**src/rtl/ctrl_pkg.sv**
```systemverilog
// Shared encodings for the multi-cycle control unit: opcodes, functs, ALU codes,
// FSM states and datapath mux selects.
package ctrl_pkg;

  localparam logic [5:0] OP_RTYPE = 6'b000000;
  localparam logic [5:0] OP_LW    = 6'b100011;
  localparam logic [5:0] OP_SW    = 6'b101011;
  localparam logic [5:0] OP_ADDI  = 6'b001000;
  localparam logic [5:0] OP_BEQ   = 6'b000100;
  localparam logic [5:0] OP_BNE   = 6'b000101;
  localparam logic [5:0] OP_J     = 6'b000010;

  localparam logic [5:0] FN_ADD = 6'b100000;
  localparam logic [5:0] FN_SUB = 6'b100010;
  localparam logic [5:0] FN_AND = 6'b100100;
  localparam logic [5:0] FN_OR  = 6'b100101;
  localparam logic [5:0] FN_SLT = 6'b101010;

  localparam logic [3:0] ALU_ADD = 4'b0010;
  localparam logic [3:0] ALU_SUB = 4'b0110;
  localparam logic [3:0] ALU_AND = 4'b0000;
  localparam logic [3:0] ALU_OR  = 4'b0001;
  localparam logic [3:0] ALU_SLT = 4'b0111;

  typedef enum logic [1:0] {
    AOP_ADD   = 2'b00,
    AOP_SUB   = 2'b01,
    AOP_FUNCT = 2'b10,
    AOP_IDLE  = 2'b11
  } alu_op_e;

  typedef enum logic [3:0] {
    S_IF     = 4'd0,
    S_ID     = 4'd1,
    S_EX_R   = 4'd2,
    S_EX_I   = 4'd3,
    S_EX_LS  = 4'd4,
    S_EX_BR  = 4'd5,
    S_MEM_RD = 4'd6,
    S_MEM_WR = 4'd7,
    S_WB_R   = 4'd8,
    S_WB_I   = 4'd9,
    S_WB_LW  = 4'd10
  } state_e;

  typedef enum logic [1:0] {
    PC_PLUS4  = 2'b00,
    PC_BRANCH = 2'b01,
    PC_JUMP   = 2'b10
  } pc_src_e;

  typedef enum logic [1:0] {
    SRCB_RT      = 2'b00,
    SRCB_FOUR    = 2'b01,
    SRCB_IMM     = 2'b10,
    SRCB_IMM_SH2 = 2'b11
  } alu_src_b_e;

endpackage

```
**src/rtl/alu_decoder.sv**
```systemverilog
// Combinational ALU control: maps an operation class plus R-type funct to an
// ALU code, and flags functs the ALU does not implement.
module alu_decoder
  import ctrl_pkg::*;
#(
  parameter int ALU_CTRL_W = 4
) (
  input  logic [5:0]            funct,
  input  alu_op_e               alu_op,
  output logic [ALU_CTRL_W-1:0] alu_ctrl,
  output logic                  funct_ok
);

  logic [3:0] fcode;

  // Kept separate from the class mux so funct_ok never depends on alu_op.
  always_comb begin
    fcode    = ALU_ADD;
    funct_ok = 1'b1;
    case (funct)
      FN_ADD:  fcode = ALU_ADD;
      FN_SUB:  fcode = ALU_SUB;
      FN_AND:  fcode = ALU_AND;
      FN_OR:   fcode = ALU_OR;
      FN_SLT:  fcode = ALU_SLT;
      default: funct_ok = 1'b0;
    endcase
  end

  always_comb begin
    alu_ctrl = '1;
    case (alu_op)
      AOP_ADD:   alu_ctrl = ALU_CTRL_W'(ALU_ADD);
      AOP_SUB:   alu_ctrl = ALU_CTRL_W'(ALU_SUB);
      AOP_FUNCT: alu_ctrl = ALU_CTRL_W'(fcode);
      default:   alu_ctrl = '1;
    endcase
  end

endmodule

```
**src/rtl/multicycle_control.sv**
```systemverilog
// Multi-cycle control FSM: sequences fetch/decode/execute/memory/write-back,
// with a memory ready handshake, wait timeout and illegal-op detection.
module multicycle_control
  import ctrl_pkg::*;
#(
  parameter int ALU_CTRL_W = 4,
  parameter int WAIT_W     = 4
) (
  input  logic                  clk,
  input  logic                  rst,
  input  logic [5:0]            op,
  input  logic [5:0]            funct,
  input  logic                  zero,
  input  logic                  mem_ready,
  output logic                  mem_req,
  output logic                  mem_write,
  output logic                  i_or_d,
  output logic                  ir_write,
  output logic                  pc_write,
  output logic [1:0]            pc_src,
  output logic                  reg_dst,
  output logic                  reg_write,
  output logic                  mem_to_reg,
  output logic                  alu_src_a,
  output logic [1:0]            alu_src_b,
  output logic                  ext_sel,
  output logic [ALU_CTRL_W-1:0] alu_ctrl,
  output logic                  illegal,
  output logic                  bus_err,
  output logic [3:0]            state
);

  // Last counter value before the wait that would reach 2^WAIT_W-1.
  localparam logic [WAIT_W-1:0] WAIT_LAST = WAIT_W'((1 << WAIT_W) - 2);

  state_e              state_q, state_d;
  logic [WAIT_W-1:0]   wait_q, wait_d;
  logic                bus_err_q, bus_err_d;
  alu_op_e             alu_op;
  logic                funct_ok;
  logic                mem_access, timeout;
  logic                mem_req_c, mem_write_c, ir_write_c, pc_write_c, reg_write_c, illegal_c;

  alu_decoder #(.ALU_CTRL_W(ALU_CTRL_W)) u_alu_dec (
    .funct    (funct),
    .alu_op   (alu_op),
    .alu_ctrl (alu_ctrl),
    .funct_ok (funct_ok)
  );

  assign mem_access = (state_q == S_IF) || (state_q == S_MEM_RD) || (state_q == S_MEM_WR);
  assign timeout    = mem_access && !mem_ready && (wait_q == WAIT_LAST);

  always_comb begin
    state_d     = state_q;
    mem_req_c   = 1'b0;
    mem_write_c = 1'b0;
    ir_write_c  = 1'b0;
    pc_write_c  = 1'b0;
    reg_write_c = 1'b0;
    illegal_c   = 1'b0;
    i_or_d      = 1'b0;
    pc_src      = PC_PLUS4;
    reg_dst     = 1'b0;
    mem_to_reg  = 1'b0;
    alu_src_a   = 1'b0;
    alu_src_b   = SRCB_RT;
    ext_sel     = 1'b0;
    alu_op      = AOP_IDLE;
    case (state_q)
      S_IF: begin
        mem_req_c = 1'b1;
        alu_src_b = SRCB_FOUR;
        alu_op    = AOP_ADD;
        if (mem_ready) begin
          ir_write_c = 1'b1;
          pc_write_c = 1'b1;
          state_d    = S_ID;
        end
      end
      S_ID: begin
        alu_src_b = SRCB_IMM_SH2;
        alu_op    = AOP_ADD;
        ext_sel   = 1'b1;
        state_d   = S_IF;
        case (op)
          OP_RTYPE:     if (funct_ok) state_d = S_EX_R; else illegal_c = 1'b1;
          OP_LW, OP_SW: state_d = S_EX_LS;
          OP_ADDI:      state_d = S_EX_I;
          OP_BEQ, OP_BNE: state_d = S_EX_BR;
          OP_J: begin
            pc_write_c = 1'b1;
            pc_src     = PC_JUMP;
          end
          default:      illegal_c = 1'b1;
        endcase
      end
      S_EX_R: begin
        alu_src_a = 1'b1;
        alu_op    = AOP_FUNCT;
        state_d   = S_WB_R;
      end
      S_EX_I, S_EX_LS: begin
        alu_src_a = 1'b1;
        alu_src_b = SRCB_IMM;
        ext_sel   = 1'b1;
        alu_op    = AOP_ADD;
        if (state_q == S_EX_I)  state_d = S_WB_I;
        else if (op == OP_LW)   state_d = S_MEM_RD;
        else                    state_d = S_MEM_WR;
      end
      S_EX_BR: begin
        alu_src_a  = 1'b1;
        alu_op     = AOP_SUB;
        pc_src     = PC_BRANCH;
        pc_write_c = (op == OP_BNE) ? !zero : zero;
        state_d    = S_IF;
      end
      S_MEM_RD, S_MEM_WR: begin
        mem_req_c   = 1'b1;
        mem_write_c = (state_q == S_MEM_WR);
        i_or_d      = 1'b1;
        if (mem_ready)    state_d = (state_q == S_MEM_RD) ? S_WB_LW : S_IF;
        else if (timeout) state_d = S_IF;
      end
      S_WB_R: begin
        reg_write_c = 1'b1;
        reg_dst     = 1'b1;
        state_d     = S_IF;
      end
      S_WB_I: begin
        reg_write_c = 1'b1;
        state_d     = S_IF;
      end
      S_WB_LW: begin
        reg_write_c = 1'b1;
        mem_to_reg  = 1'b1;
        state_d     = S_IF;
      end
      default: state_d = S_IF;
    endcase
  end

  always_comb begin
    wait_d    = wait_q;
    bus_err_d = bus_err_q | timeout;
    if (timeout || (state_d != state_q)) wait_d = '0;
    else if (mem_access && !mem_ready)   wait_d = wait_q + WAIT_W'(1);
  end

  always_ff @(posedge clk or posedge rst) begin
    if (rst) begin
      state_q   <= S_IF;
      wait_q    <= '0;
      bus_err_q <= 1'b0;
    end else begin
      state_q   <= state_d;
      wait_q    <= wait_d;
      bus_err_q <= bus_err_d;
    end
  end

  // Strobes are forced low for the whole reset pulse, not just after an edge.
  assign mem_req   = mem_req_c   & ~rst;
  assign mem_write = mem_write_c & ~rst;
  assign ir_write  = ir_write_c  & ~rst;
  assign pc_write  = pc_write_c  & ~rst;
  assign reg_write = reg_write_c & ~rst;
  assign illegal   = illegal_c   & ~rst;
  assign bus_err   = bus_err_q;
  assign state     = state_q;

endmodule

```
**config.mk**
```make
export PLATFORM = sky130hd
export DESIGN_NAME = multicycle_control
export DESIGN_NICKNAME = d
export VERILOG_FILES = /design/src/rtl/ctrl_pkg.sv /design/src/rtl/alu_decoder.sv /design/src/rtl/multicycle_control.sv
export SDC_FILE = /design/constraint.sdc
export NUM_CORES = 1
export LEC_CHECK = 0
export BUFFER_PORTS_ARGS = -buffer_cell sky130_fd_sc_hd__buf_2
export CAP_MARGIN = 20
export CORE_MARGIN = 4
export CORE_UTILIZATION = 50
export CTS_CLUSTER_DIAMETER = 50
export DETAILED_ROUTE_END_ITERATION = 10
export PLACE_DENSITY = 0.83
export SLEW_MARGIN = 20
export SYNTH_ARGS = -nofsm -noshare
export SYNTH_HDL_FRONTEND = slang
export SYNTH_SLANG_ARGS = --single-unit
```
**constraint.sdc**
```tcl
create_clock -name clk -period 3.6 [get_ports clk]
set_clock_uncertainty 0.1 [all_clocks]
set_input_delay 0.18 -clock clk [delete_from_list [all_inputs] [get_ports clk]]
set_output_delay 0.18 -clock clk [all_outputs]
set_load 0.02 [all_outputs]
```
== After elaboration in Yosys (flattened, before gate mapping) ==
Cells that the tools add are included.

* Register bits after elaboration: 9
* Bits of input ports: 16
* Output and inout bits: 24
* Logic and storage cells: 93

* Add/sub/neg operators: 1
* Eq/ne operators: 25
* Muxes and demuxes: 34
* Bitwise logic cells: 8
* Reduce and logical (&&, ||, !) cells: 22

{| class="wikitable"
|+ Operator list
! operator !! count
|-
| == test 6 bit (second input constant) || 7
|-
| 2-to-1 mux 4 bit || 7
|-
| one-hot mux 3 bit (4 select lines) || 2
|-
| one-hot mux 4 bit (5 select lines) || 1
|-
| == test 4 x 3 -> 1 bit (second input constant) || 4
|-
| == test 4 bit (second input constant) || 4
|-
| 2-to-1 mux 1 bit || 16
|-
| == test 6 x 3 -> 1 bit (second input constant) || 2
|-
| one-hot mux 2 bit (3 select lines) || 2
|-
| one-hot mux 4 bit (3 select lines) || 1
|-
| OR reduction 3 bit || 3
|-
| == test 4 x 2 -> 1 bit (second input constant) || 2
|-
| OR reduction 2 bit || 4
|-
| OR reduction 4 bit || 2
|-
| bitwise AND 1 bit || 6
|-
| == test 6 x 2 -> 1 bit (second input constant) || 1
|-
| == test 6 x 4 -> 1 bit (second input constant) || 1
|-
| zero test 6 bit || 1
|-
| OR reduction 6 bit || 1
|-
| OR reduction 5 bit || 1
|-
| adder 4 x 1 -> 4 bit (second input constant) || 1
|-
| == test 4 x 1 -> 1 bit (second input constant) || 1
|-
| zero test 4 bit || 1
|-
| 2-to-1 mux 2 bit || 2
|-
| 13 further kinds || 17
|}

== Depth between registers and ports, before layout ==
Gate-level depths: netlist of the first run.

* Word-level depth: 11
* Mapped depth: 7

== Hierarchy ==
A second synthesis of the first run with hierarchy kept.

* Cells, all modules: 135
* Area, all modules: 1063.5 um2

{| class="wikitable"
|+ Modules (own cells, without submodules)
! module !! times used !! cells an instance !! area each (um2) !! sequential area each (um2)
|-
| multicycle_control || 1 || 123 || 958.4 || 225.2
|-
| alu_decoder || 1 || 12 || 105.1 || 0.0
|}

== Least setup slack after synthesis of the first run ==
Ideal clock, no wire load.

* Kind: register to output
* From: reg state_q[1] (netlist: state[1])
* To: out pc_write
* Arrival time: 1.728 ns
* Setup slack: 1.592 ns
* Stages on the path, launching flop included: 5
* Buffers on the path: 1
* Cells stage by stage: dfrtp_1 > buf_2 > nor3_1 > a22oi_1 > nor2_1

* Word-level cells in the longest chain between the ends: 3

{| class="wikitable"
|+ RTL lines
! element !! line !! text
|-
| from (decl) || multicycle_control.sv:36 || <nowiki>state_e state_q, state_d;</nowiki>
|-
| from (signal assigned) || multicycle_control.sv:157 || <nowiki>state_q <= state_d;</nowiki>
|-
| == test 4 x 3 -> 1 bit (tied with other cells) || multicycle_control.sv:70 || <nowiki>case (state_q)</nowiki>
|-
| one-hot mux 1 bit (3 select lines) * || multicycle_control.sv:70 ||
|-
| bitwise AND 1 bit * || multicycle_control.sv:167 || <nowiki>assign pc_write = pc_write_c & ~rst;</nowiki>
|-
| to (decl) || multicycle_control.sv:19 || <nowiki>output logic pc_write,</nowiki>
|}

Every way passes the cells marked *; elsewhere a longest branch is shown, timed or not.

== Worst setup path after layout of the first run ==
* From: reg state_q[0] (netlist: state[0])
* To: out illegal

* Word-level cells in the longest chain between the ends: 3

{| class="wikitable"
|+ RTL lines
! element !! line !! text
|-
| == test 4 x 1 -> 1 bit || multicycle_control.sv:70 ||
|-
| 2-to-1 mux 1 bit || multicycle_control.sv:70 ||
|-
| bitwise AND 1 bit || multicycle_control.sv:169 || <nowiki>assign illegal = illegal_c & ~rst;</nowiki>
|-
| to (decl) || multicycle_control.sv:28 || <nowiki>output logic illegal,</nowiki>
|}

No other way between the ends.

==> results.toml, run 1 <==
[status]
status = "finished clean"

[critical_path]
crit_fanout = 16
endpoint_kind = "output port"
worstPathCellList = "nor4b_2, nand2_1, or3_1, a31oi_1, buf_2"
arrival_ns = 2.13
cp-start-kind = "flip-flop"
slowest_stage = "dfrtp_1"
path_class = "reg -> out"
cpPeakStageDelay_ns = 0.65
critPathRequiredTime_ns = 3.32

[timing]
tns_ns = 0
setup_viol = 0
worstMarginPinSlew_ns = 0.5288
finalWorstSetupSlack_ns = 1.190
slew_violations = 0
fin_hold_ws_ns = 0.1750
hold_viol_final = 0
fin_crit_ns = 2.410
max_freq_mhz = 414.9
rsz0062_at_grt = "false"
slew_headroom_pct = 64.75
min_period_over_period_pct = 66.95

[route]
vias = 996
drtIter0Drc = 20
wl_mm = 2.421
drt_pass1_iterations = 4
drc = 0
wl_per_cell_um = 14.08
final_antenna_net_count = 0
routed_via_density = 5.791

[cts]
cts_root_buffer = "clkbuf_4"
cts_tree = "built"
clkTransAtPathRegs_ns = 0.06
h-tree-depth = 1
postCtsSetupRepairBufs = 0
cts_resized = 0
worstSkewPairLatency_ns = 0.27
clock_path_buffers = 2
cts_inserted_buffers = 3
cts_num_sinks = 9
holdBufCountCts = 1

[finish]
filler_cell_count = 169
ff_latch_area_sq_um = 225.2
multi_input_comb_area_sq_um = 651.9
drive_gt1_share_pct = 36.73
n_antenna_cell = 0
final_nets = 166
area_growth_pct = 25.92

[global_route]
grtUsageTotal_pct = 20.92
grt_pass1_vias = 960
grt_antenna_before_repair = 0
use_met2_pct = 35.87
busiest_layer = "met2"
grt_pass1_wl_mm = 4.140
grt_overflow = 0
grt_max_degree = 18
grt.met1_usage_pct = 25.55
met3_usage_pct = 4.665

[die]
dieArea_sq_mm = 0.002584
core_sq_mm = 0.001727
rows = 15
die_w_um = 50.83
io_pins = 40
start_util_pct = 53.12
die-height_um = 50.83

[placement]
dp_hpwl_mm = 1.878
portBuffers = 39
place_ws_ns = 1.506
gp_congestion = 0.8204

[synthesis]
synth_top_family_by_area = "simple AND/OR/NAND/NOR gates"
syn_area_sq_um = 917.1
synth.distinct_cells = 48
synth-async-reset-ratio_pct = 100.0
synth.avg_cell_area_sq_um = 8.492
yosysWarnings = 0
ys.flop_type = "dfrtp_1"
synth-xor-area-share_pct = 6.548
syn-num-nets = 126
synthAdderAreaFrac_pct = 2.729
ys_seq_area_share_pct = 24.56
synth-simple-area-share_pct = 39.84
synth_edf_count = 0
synth_compound_area_share_pct = 18.69
synth_seq_cells = 9
synth_cells = 108
synthMuxAreaShare_pct = 3.274

[run]
drv_cap = 0

[pwr]
ir_drop_mv = 0.3559
power_density_mw_per_mm2 = 572.0
power.leakage_nw = 0.5964

[min_path]
hold_class = "in -> reg"
-- per-layer routing --
layer	share of wire (%)	up-vias
met1	43	486
met2	50	26
li1	-	479
met3	6.0	5
met5	0	-
met4	1.2	0
-- sequential cells by signal, indices dropped and copies added, names as in the netlist --
name / flops
wait_q: 4
state: 4
bus_err: 1
-- cell type report --
type	count	share of cell area [%]
clock buffers	4	2.275
inverters	4	1.300
multi-input cells	90	56.45
flip-flops and latches	9	19.50
well taps	25	2.709
repair buffers	40	17.77
-- logic make-up (layout without fill, tap and decap cells) --
family / count (synthesis) / in the layout
flops: 9 / 9
mux: 3 / 3
simple gates: 58 / 58
xor+xnor: 6 / 6
compound gates: 21 / 21
fa+ha+maj: 2 / 2
buf+inv: 9 / 48
-- where the power goes --
group / switching (mW) / internal [mW]
sequential: 0.0618 / 0.121
combinational: 0.240 / 0.159
clock: 0.0364 / 0.0428
-- through the flow --
stage          utilization (%)  cells  power, mW  cell area [sq um]
2_1_floorplan                -    108     0.4763              917.1
3_3_place_gp             64.78    167     0.5674               1119
3_5_place_dp             64.78    167     0.5804               1119
4_1_cts                  66.88    172     0.6619               1155
5_1_grt                  66.88    172     0.7169               1155
6_report                 66.88    172     0.6605               1155
-- worst paths after layout --
check	startpoint	end	slack, ns	depth (start not counted)
max in group asynchronous	rst	state[0]$_DFF_PP0_	2.73	3
min	op[4]	state[0]$_DFF_PP0_	0.18	3
min in group asynchronous	rst	state[3]$_DFF_PP0_	0.38	3
max	state[0]$_DFF_PP0_	illegal	1.19	5
min reg2reg	bus_err$_DFF_PP0_	bus_err$_DFF_PP0_	0.37	1
max reg2reg	state[2]$_DFF_PP0_	wait_q[0]$_DFFE_PP0P_	1.55	5
-- synth_stat cells (3+ instances only) --
library cell | n | share of area, %
mux2i_1 | 3 | 3.3
nor2b_1 | 3 | 2.0
a21oi_1 | 4 | 2.2
nor3b_1 | 6 | 4.9
nand2_1 | 7 | 2.9
nor3_1 | 5 | 2.7
dfrtp_1 | 9 | 25
xnor2_1 | 3 | 2.9
inv_1 | 4 | 1.6
nand3_1 | 5 | 2.7
nand2b_1 | 5 | 3.4
nor2_1 | 9 | 3.7
-- placed cells by master (no fill, tap or decap), types with 2 or more instances in the layout --
| cell type | synthesis | final |
|---|---|---|
| a21oi_1 | 4 | 4 |
| and4b_1 | 2 | 2 |
| buf_2 | 2 | 39 |
| inv_1 | 4 | 4 |
| nor3b_1 | 6 | 6 |
| clkbuf_4 | 0 | 3 |
| nor3_2 | 2 | 2 |
| nand3_1 | 5 | 5 |
| nand2_1 | 7 | 7 |
| mux2i_1 | 3 | 3 |
| nor2b_1 | 3 | 3 |
| a31oi_1 | 2 | 2 |
| ha_1 | 2 | 2 |
| or2_2 | 2 | 2 |
| nor2_1 | 9 | 9 |
| xnor2_1 | 3 | 3 |
| nand2b_1 | 5 | 5 |
| dfrtp_1 | 9 | 9 |
| a221o_1 | 2 | 2 |
| nor3_1 | 5 | 5 |
| xor2_1 | 2 | 2 |
-- worst max-delay path, delay by kind of cell (launching register included) --
kind                   cells  cell delay (ns)
and+or+nand+nor            3             0.87
DFF                        1             0.65
AOI/OAI and AO/OA          1             0.15
buffers and inverters      1             0.19
No activity file was read; power rests on OpenSTA's default activity.
==> inputs of run 2 (changes only) <==
--- a/config.mk
+++ b/config.mk
@@ -8,10 +8,10 @@
 export BUFFER_PORTS_ARGS = -buffer_cell sky130_fd_sc_hd__buf_2
 export CAP_MARGIN = 20
 export CORE_MARGIN = 4
-export CORE_UTILIZATION = 50
+export CORE_UTILIZATION = 42
 export CTS_CLUSTER_DIAMETER = 50
 export DETAILED_ROUTE_END_ITERATION = 10
-export PLACE_DENSITY = 0.83
+export PLACE_DENSITY = 0.74
 export SLEW_MARGIN = 20
 export SYNTH_ARGS = -nofsm -noshare
 export SYNTH_HDL_FRONTEND = slang
==> constraint.sdc (replaced) <==
create_clock -name clk -period 1.95 [get_ports clk]
set_clock_uncertainty 0.1 [all_clocks]
set_input_delay 0.0975 -clock clk [delete_from_list [all_inputs] [get_ports clk]]
set_output_delay 0.0975 -clock clk [all_outputs]
set_load 0.02 [all_outputs]
==> run 2 against run 1 <==
Against the previous run:
- design area up 11%
- count of clock-buffer cells in the layout unchanged
- critical endpoint is now wait_q[3]$_DFFE_PP0P_
- clock power up 84%
- register-to-register slack worse by 1.5 ns
- largest power group unchanged
- die area up 16%
- critical path type is now reg -> reg
- flip-flop and latch count unchanged
- largest cell class unchanged
==> results.toml, run 2 (synthesis gave the netlist of run 1 again) <==
[pwr]
power.leakage_nw = 0.6650
power_mw = 1.356
ir_drop_mv = 0.6380
power_density_mw_per_mm2 = 1056

[timing]
slew_headroom_pct = 72.37
setup_viol = 0
hold_viol_final = 0
max_freq_mhz = 526.8
min_period_over_period_pct = 97.34
slew_violations = 0
worstMarginPinSlew_ns = 0.4113
finalWorstSetupSlack_ns = 0.05189
tns_ns = 0
fin_crit_ns = 1.898
rsz0062_at_grt = "true"

[route]
wl_per_cell_um = 14.23
routed_via_density = 5.497
wl_mm = 2.661
drt_pass1_iterations = 4
drc = 0
final_antenna_net_count = 0
vias = 1028
drtIter0Drc = 17

[placement]
gp_congestion = 0.9627
place_ws_ns = 0.05210
dp_hpwl_mm = 2.082
portBuffers = 39

[critical_path]
cp-startpoint = "state[1]$_DFF_PP0_"
endpoint = "wait_q[3]$_DFFE_PP0P_"
slowest_stage = "dfrtp_2"
crit_fanout = 8
path_class = "reg -> reg"
arrival_ns = 1.98
worstPathCellList = "or3_4, a211oi_4, nand4_1, xor2_1, nor3_2"
endpoint_kind = "flip-flop"
r2r_slack_ns = 0.05
cp_top_family = "simple AND/OR/NAND/NOR gates"
cp_num_cells = 5
cpPeakStageDelay_ns = 0.47
cp-start-kind = "flip-flop"
r2r-end = "wait_q[3]$_DFFE_PP0P_"
reg2regPathDepth = 5
critPathRequiredTime_ns = 2.03
r2r-start = "state[1]$_DFF_PP0_"
cp_num_buf_inv = 0

[global_route]
grt_pass1_vias = 896
grt_max_degree = 12
grt_overflow = 0
grt_pass1_wl_mm = 4.008
grt_antenna_before_repair = 0
grtUsageTotal_pct = 18.31

[cts]
clock_path_buffers = 2
cts_inserted_buffers = 3
worstSkewPairLatency_ns = 0.26
cts_num_sinks = 9
cts_tree = "built"
clkTransAtPathRegs_ns = 0.06
cts_root_buffer = "clkbuf_4"
h-tree-depth = 1

[die]
io_pins = 40
die-height_um = 54.73
die_w_um = 54.73
core_sq_mm = 0.002022
rows = 16
start_util_pct = 45.36
dieArea_sq_mm = 0.002995

[status]
status = "finished clean"

[min_path]
hold_depth = 3
hold_class = "in -> reg"

[finish]
final_common_cell = "buf_2"
n_antenna_cell = 0
final_nets = 179
drive_gt1_share_pct = 45.63
multi_input_comb_area_sq_um = 669.4
final_cell_mix = "buf_2 (38), buf_4 (13), nor2_1 (9)"
filler_cell_count = 176
ff_latch_area_sq_um = 230.2
area_growth_pct = 39.97

[run]
drv_cap = 0
-- run 2: tightest hold or removal path, delay by kind of cell --
kind,cells,cell delay [ns]
simple gates,1,0.12
compound gates,1,0.10
buf+inv,1,0.11
-- run 2: power by group --
part	switching [mW]	leakage (nW)	internal, mW
clock	0.0668	0.0150	0.0789
sequential	0.0561	0.117	0.229
combinational	0.522	0.533	0.403
total	0.645	0.665	0.710
-- run 2: final cells by class --
type | count | share of cell area, %
Multi-Input combinational cell | 90 | 52.14
Sequential cell | 9 | 17.93
Tap cell | 27 | 2.632
Inverter | 4 | 1.170
Timing Repair Buffer | 53 | 24.07
Clock buffer | 4 | 2.047
-- run 2: layer usage --
metal | part of all wire (%) | track usage, %
met1 | 44 | 25.25
met2 | 49 | 29.53
met3 | 6.7 | 3.270
met4 | 0.45 | 3.734
met5 | 0 | 0
-- run 2: repair_timing --
item | 4_1_cts | 5_1_grt
cloned | 0 | 1
pin swaps | 1 | 1
setup endpoints to repair | 1 | 9
gates resized for setup | 3 | 7
hold buffers | 1 | 0
endpoints found under the hold margin | 9 | 0
setup buffers | 1 | 3
-- run 2: worst min path at each step --
| stage | from | to | slack, ns |
|---|---|---|---|
| after detailed placement | rst | wait_q[3]$_DFFE_PP0P_ | 0.06 |
| after CTS | mem_ready | state[3]$_DFF_PP0_ | 0.10 |
| after floorplan | rst | bus_err$_DFF_PP0_ | -0.16 |
| after global routing | mem_ready | state[3]$_DFF_PP0_ | 0.13 |
| after global placement | rst | bus_err$_DFF_PP0_ | 0.08 |
| final | op[4] | state[0]$_DFF_PP0_ | 0.11 |
-- run 2: stage by stage --
step	utilization [%]	area, sq um	hold slack (ns)	instances
after floorplan	-	917.1	-0.1615	108
after global placement	58.42	1181	0.07586	177
after detailed placement	58.42	1181	0.06225	177
after CTS	61.14	1236	0.1043	183
after global routing	63.49	1284	0.1271	187
final	63.49	1284	0.1074	187
